File: src/rtl/alu_result_fifo.sv
// rtl/alu_result_fifo.sv - ALU result capture FIFO with stored status flags and valid/ready output
// Optional feature macro: ALU_RESULT_STATS_EN (adds the carry_events saturating counter port).
module alu_result_fifo #(
    parameter int N     = 4,
    parameter int DEPTH = 4
) (
    input  logic                       clk,
    input  logic                       rst,
    input  logic                       in_valid,
    output logic                       in_ready,
    input  logic [1:0]                 in_operation,
    input  logic [N:0]                 in_result,
    output logic                       out_valid,
    input  logic                       out_ready,
    output logic [N:0]                 out_result,
    output logic [1:0]                 out_operation,
    output logic                       out_zero,
    output logic                       out_carry,
    output logic                       out_msb,
    output logic [$clog2(DEPTH):0]     count
`ifdef ALU_RESULT_STATS_EN
    ,
    output logic [7:0]                 carry_events
`endif
);
    localparam int AW = $clog2(DEPTH);
    // Entry layout: {operation[1:0], carry, result[N:0]}; zero and msb are pure
    // functions of the stored result so they are decoded at the head.
    localparam int EW = N + 4;
    localparam logic [AW:0] FULL_CNT = (AW+1)'(DEPTH);

    logic [EW-1:0] mem_q [DEPTH];
    logic [AW-1:0] wr_ptr_q, wr_ptr_d;
    logic [AW-1:0] rd_ptr_q, rd_ptr_d;
    logic [AW:0]   count_q, count_d;
    logic          push;
    logic          pop;
    logic          push_carry;
    logic [EW-1:0] push_entry;
    logic [EW-1:0] head_entry;

    // Ready depends only on occupancy, never on out_ready: no push-through when full.
    assign in_ready   = !rst && (count_q != FULL_CNT);
    assign out_valid  = (count_q != '0);
    assign push       = in_valid && in_ready;
    assign pop        = out_valid && out_ready;

    // Carry/borrow only has meaning for add and sub (operation[1] == 0).
    assign push_carry = !in_operation[1] && in_result[N];
    assign push_entry = {in_operation, push_carry, in_result};

    // Head fields are forced to zero while empty so stale storage never shows.
    assign head_entry    = out_valid ? mem_q[rd_ptr_q] : '0;
    assign out_result    = head_entry[N:0];
    assign out_carry     = head_entry[N+1];
    assign out_operation = head_entry[N+3:N+2];
    assign out_zero      = out_valid && (head_entry[N-1:0] == '0);
    assign out_msb       = head_entry[N-1];
    assign count         = count_q;

    // Next-state for pointers and occupancy; pointers wrap modulo DEPTH.
    always_comb begin
        wr_ptr_d = wr_ptr_q;
        rd_ptr_d = rd_ptr_q;
        count_d  = count_q;
        if (push) begin
            wr_ptr_d = wr_ptr_q + AW'(1);
        end
        if (pop) begin
            rd_ptr_d = rd_ptr_q + AW'(1);
        end
        case ({push, pop})
            2'b10:   count_d = count_q + (AW+1)'(1);
            2'b01:   count_d = count_q - (AW+1)'(1);
            default: count_d = count_q;
        endcase
    end

    // Pointer, occupancy and storage registers; reset also clears storage.
    always_ff @(posedge clk) begin
        if (rst) begin
            wr_ptr_q <= '0;
            rd_ptr_q <= '0;
            count_q  <= '0;
            for (int i = 0; i < DEPTH; i++) begin
                mem_q[i] <= '0;
            end
        end else begin
            wr_ptr_q <= wr_ptr_d;
            rd_ptr_q <= rd_ptr_d;
            count_q  <= count_d;
            if (push) begin
                mem_q[wr_ptr_q] <= push_entry;
            end
        end
    end

`ifdef ALU_RESULT_STATS_EN
    logic [7:0] carry_events_q;

    assign carry_events = carry_events_q;

    // Saturating count of accepted entries whose stored carry flag is set.
    always_ff @(posedge clk) begin
        if (rst) begin
            carry_events_q <= '0;
        end else if (push && push_carry && (carry_events_q != 8'hFF)) begin
            carry_events_q <= carry_events_q + 8'd1;
        end
    end
`endif

endmodule

File: config.mk
export PLATFORM = sky130hd
export DESIGN_NAME = alu_result_fifo
export DESIGN_NICKNAME = d
export VERILOG_FILES = /design/src/rtl/alu_result_fifo.sv
export SDC_FILE = /design/constraint.sdc
export NUM_CORES = 1
export LEC_CHECK = 0
export CAP_MARGIN = 0
export CORE_AREA = 5 5 72 74
export DETAILED_ROUTE_END_ITERATION = 16
export DIE_AREA = 0 0 77 79
export GPL_TIMING_DRIVEN = 0
export PLACE_DENSITY = 0.69
export SLEW_MARGIN = 40
export SYNTH_ARGS = -nofsm -noshare
export SYNTH_HDL_FRONTEND = slang
export SYNTH_SLANG_ARGS = --single-unit
File: constraint.sdc
create_clock -name clk -period 3 [get_ports clk]
set_input_delay 0.3 -clock clk [delete_from_list [all_inputs] [get_ports clk]]
set_output_delay 0.3 -clock clk [all_outputs]
set_load 0.005 [all_outputs]
==> impl_metrics.py <==
metrics = {
    "sta": {
        "worstMarginPinSlew_ns": 0.781,
        "finalHoldViolations": 0,
        "max_freq_mhz": 357,
        "rsz0062_at_grt": "false",
        "holdWs_ns": 0.510,
        "worst_slack_ns": 0.200,
        "finalCritPeriodShare": 0.933,
        "finalMaxSlewViolations": 0,
        "layout_min_cycle_time_ns": 2.80,
        "setup-violations-final": 0,
        "fin_skew_ns": 0.00219,
        "max_slew_margin": 0.476,
    },
    "routing": {
        "wl_met2_mm": 2.24,
        "wl_met3_um": 135,
        "highest_layer": "met3",
        "routed_via_density": 5.38,
        "first_pass_iters": 4,
        "drt-initial-drc-count": 112,
        "drc": 0,
        "wl_mm": 3.96,
        "wl_met1_mm": 1.58,
        "post_drt_wl_per_cell_um": 17.1,
        "drtAntennaViolNets": 0,
        "vias": 1242,
    },
    "setup_path": {
        "arrival_ns": 2.50,
        "cp_cell_sequence": "clkbuf_1 -> mux4_2 -> or4_1 -> nor2_1 -> clkdlybuf4s50_1",
        "r2r_start": "count[2]",
        "criticalPathCategory": "flip-flop to output pin",
        "crit_required_ns": 2.70,
        "cp-start-kind": "flip-flop",
        "crit_path_end_kind": "output pin",
        "critical-path-max-stage-delay_ns": 0.52,
        "r2r_cells": 9,
        "slowest_stage": "or4_1",
        "endpoint": "out_zero",
        "critPathMaxFanout": 8,
        "reg2reg_to": "count[2]",
        "rrSetupSlack_ns": 0.43,
    },
    "pwr": {
        "pwr-share-clk": 0.229,
        "p_seq_frac": 0.437,
        "total_power_uw": 1680,
        "internal_power_uw": 1200,
        "p_sw_uw": 478,
        "powerDensity_nw_per_um2": 704,
        "power.leakage_uw": 0.000840,
        "comb_power_share": 0.334,
        "irDropWorstVdd_uv": 267,
        "switching_share": 0.285,
    },
    "logic_synthesis": {
        "synthMuxAreaShare": 0.108,
        "syn-cell-area_um2": 1940,
        "synth_compound_area_frac": 0.0343,
        "synth_adder_area_share": 0.0168,
        "yosys_warnings": 0,
        "yosys.area_share.simple": 0.197,
        "synth-xor-area-share": 0.0181,
        "ys_ff_latch": 41,
        "ys_seq_area_frac": 0.590,
        "syn_nets": 157,
        "ys_types": 31,
        "synth_top_family_by_area": "simple AND/OR/NAND/NOR gates",
        "synth_cells": 144,
        "syn_avg_cell_area_um2": 13.4,
    },
    "cts": {
        "postCtsSetupBuffers": 0,
        "clkTransAtPathRegs_ns": 0.07,
        "cts.repair.resized": 0,
        "cts_made_buffers": 5,
        "ctsHtreeMaxLevel": 2,
        "cts_tree": "yes",
        "clk_path_buf_depth": 2,
        "cts.sinks": 41,
        "hold_buffers": 0,
        "insertion_delay_ns": 0.28,
        "cts-root-buf": "clkbuf_8",
    },
    "finish": {
        "drive_above_1_share": 0.119,
        "n_antenna_cell": 0,
        "nets": 189,
        "area_growth_pct": 23.1,
    },
    "placement": {
        "place.port_buffers": 25,
        "pre_cts_ws_ns": 0.226,
        "dp_hpwl_mm": 2.73,
        "gp_congestion": 0.771,
    },
    "status": {
        "status": "finished clean",
    },
    "job": {
        "maxCapViolations": 0,
    },
    "global_route": {
        "overflow": 0,
        "antenna_found_initial": 0,
        "grt_usage": 0.136,
        "grt_pass1_vias": 1286,
        "grt_max_degree": 13,
        "grt_pass1_wl_mm": 6.26,
    },
    "floorplan": {
        "die-height_um": 79,
        "rows": 25,
        "design.die.area_um2": 6080,
        "pin_count": 26,
        "initial_core_util": 0.427,
        "die_x_um": 77,
        "core_um2": 4540,
    },
    "min_path": {
        "hold_path_class": "flip-flop to flip-flop",
    },
}
==> worst max-delay path: cells and delay by family, from the launching register on <==
family | cells | cell delay, ns
and+or+nand+nor | 2 | 0.62
DFF | 1 | 0.31
muxes | 1 | 0.40
buffers and inverters | 2 | 0.88
==> worst min path at each step <==
stage                            from     endpoint  cells after the start
final                     wr_ptr_q[1]  wr_ptr_q[1]                      2
after global routing      wr_ptr_q[1]  wr_ptr_q[1]                      2
after CTS                 wr_ptr_q[1]  wr_ptr_q[1]                      2
after detailed placement  wr_ptr_q[1]  wr_ptr_q[1]                      2
after global placement    wr_ptr_q[1]  wr_ptr_q[1]                      2
after floorplan           wr_ptr_q[1]  wr_ptr_q[1]                      2
==> synth_stat cells <==
master / count / area (um^2)
mux4_2: 3 / 67.6
mux4_1: 5 / 131
nor3b_2: 1 / 12.5
nor2b_1: 8 / 50.1
o311ai_0: 1 / 8.76
nor3b_1: 14 / 105
clkbuf_1: 6 / 22.5
or3b_1: 1 / 8.76
a21boi_0: 1 / 7.51
nor3_1: 5 / 25.0
nand4_1: 1 / 6.26
dfxtp_1: 9 / 180
or4_1: 3 / 22.5
nor2_1: 9 / 33.8
and2_1: 14 / 87.6
o31ai_1: 2 / 15.0
edfxtp_1: 32 / 961
or3_1: 1 / 6.26
a21oi_1: 3 / 15.0
buf_4: 1 / 7.51
buf_6: 1 / 11.3
nand2b_1: 2 / 12.5
mux2i_1: 1 / 10.0
nor4_1: 1 / 6.26
nand2_1: 1 / 3.75
inv_1: 7 / 26.3
fa_1: 1 / 20.0
xor2_1: 4 / 35.0
ha_1: 1 / 12.5
inv_2: 1 / 3.75
o21ai_0: 4 / 20.0
==> power groups by stage <==
stage,registers (uW),clock network (uW),logic [uW]
2_1_floorplan,732,0,320
3_3_place_gp,738,0,542
3_5_place_dp,744,0,565
4_1_cts,733,390,569
5_1_grt,740,407,612
6_report,732,384,560
==> routing by layer <==
layer | vias to the layer above | track usage
li1 | 601 | -
met1 | 613 | 0.146
met2 | 28 | 0.256
met3 | 0 | 0.0306
met4 | 0 | 0.0515
met5 | - | 0
==> placed cells by master, fill, tap and decap left out, types with 3 or more instances in the layout <==
cell / instances
nor2_1: 9
inv_1: 7
and2_1: 14
nor3_1: 3
xor2_1: 4
or4_1: 3
clkdlybuf4s50_1: 25
mux4_2: 3
clkbuf_8: 7
a21oi_1: 3
mux4_1: 5
nor3b_1: 14
nor2b_1: 8
edfxtp_1: 32
clkbuf_1: 6
dfxtp_1: 9
==> area by class of cell <==
class                      count  area (um^2)
multi-input combinational     87          751
inverter                       8         30.0
clock inverter                 1         5.00
fill                         387         2150
sequential                    41         1140
timing repair buffer          25          250
tap                           54         67.6
clock buffer                   7         96.3
buffer                         8         41.3
==> stage by stage <==
stage / instance area [um^2] / util / setup TNS (ns) / cells
after floorplan: 1940 / - / 0 / 144
after global placement: 2250 / 0.497 / -3.29 / 223
after detailed placement: 2270 / 0.501 / 0 / 223
after CTS: 2370 / 0.524 / 0 / 231
after global routing: 2380 / 0.525 / 0 / 231
final: 2380 / 0.525 / 0 / 231
==> cell families (layout without fill, tap and decap cells) <==
group                      Yosys count  in the layout
xor gates and xnor gates             4              4
DFF                                 41             41
AOI/OAI and AO/OA                   11             11
and+or+nand+nor                     61             61
buffers and inverters               16             49
muxes                                9              9
adders and majority gates            2              2
==> flip-flops by register name (all words and copies together), names as in the netlist, named ones only <==
register / cells
rd_ptr_q: 2
mem_q: 32
wr_ptr_q: 2
count: 3
No activity file was read; power rests on OpenSTA's default activity.
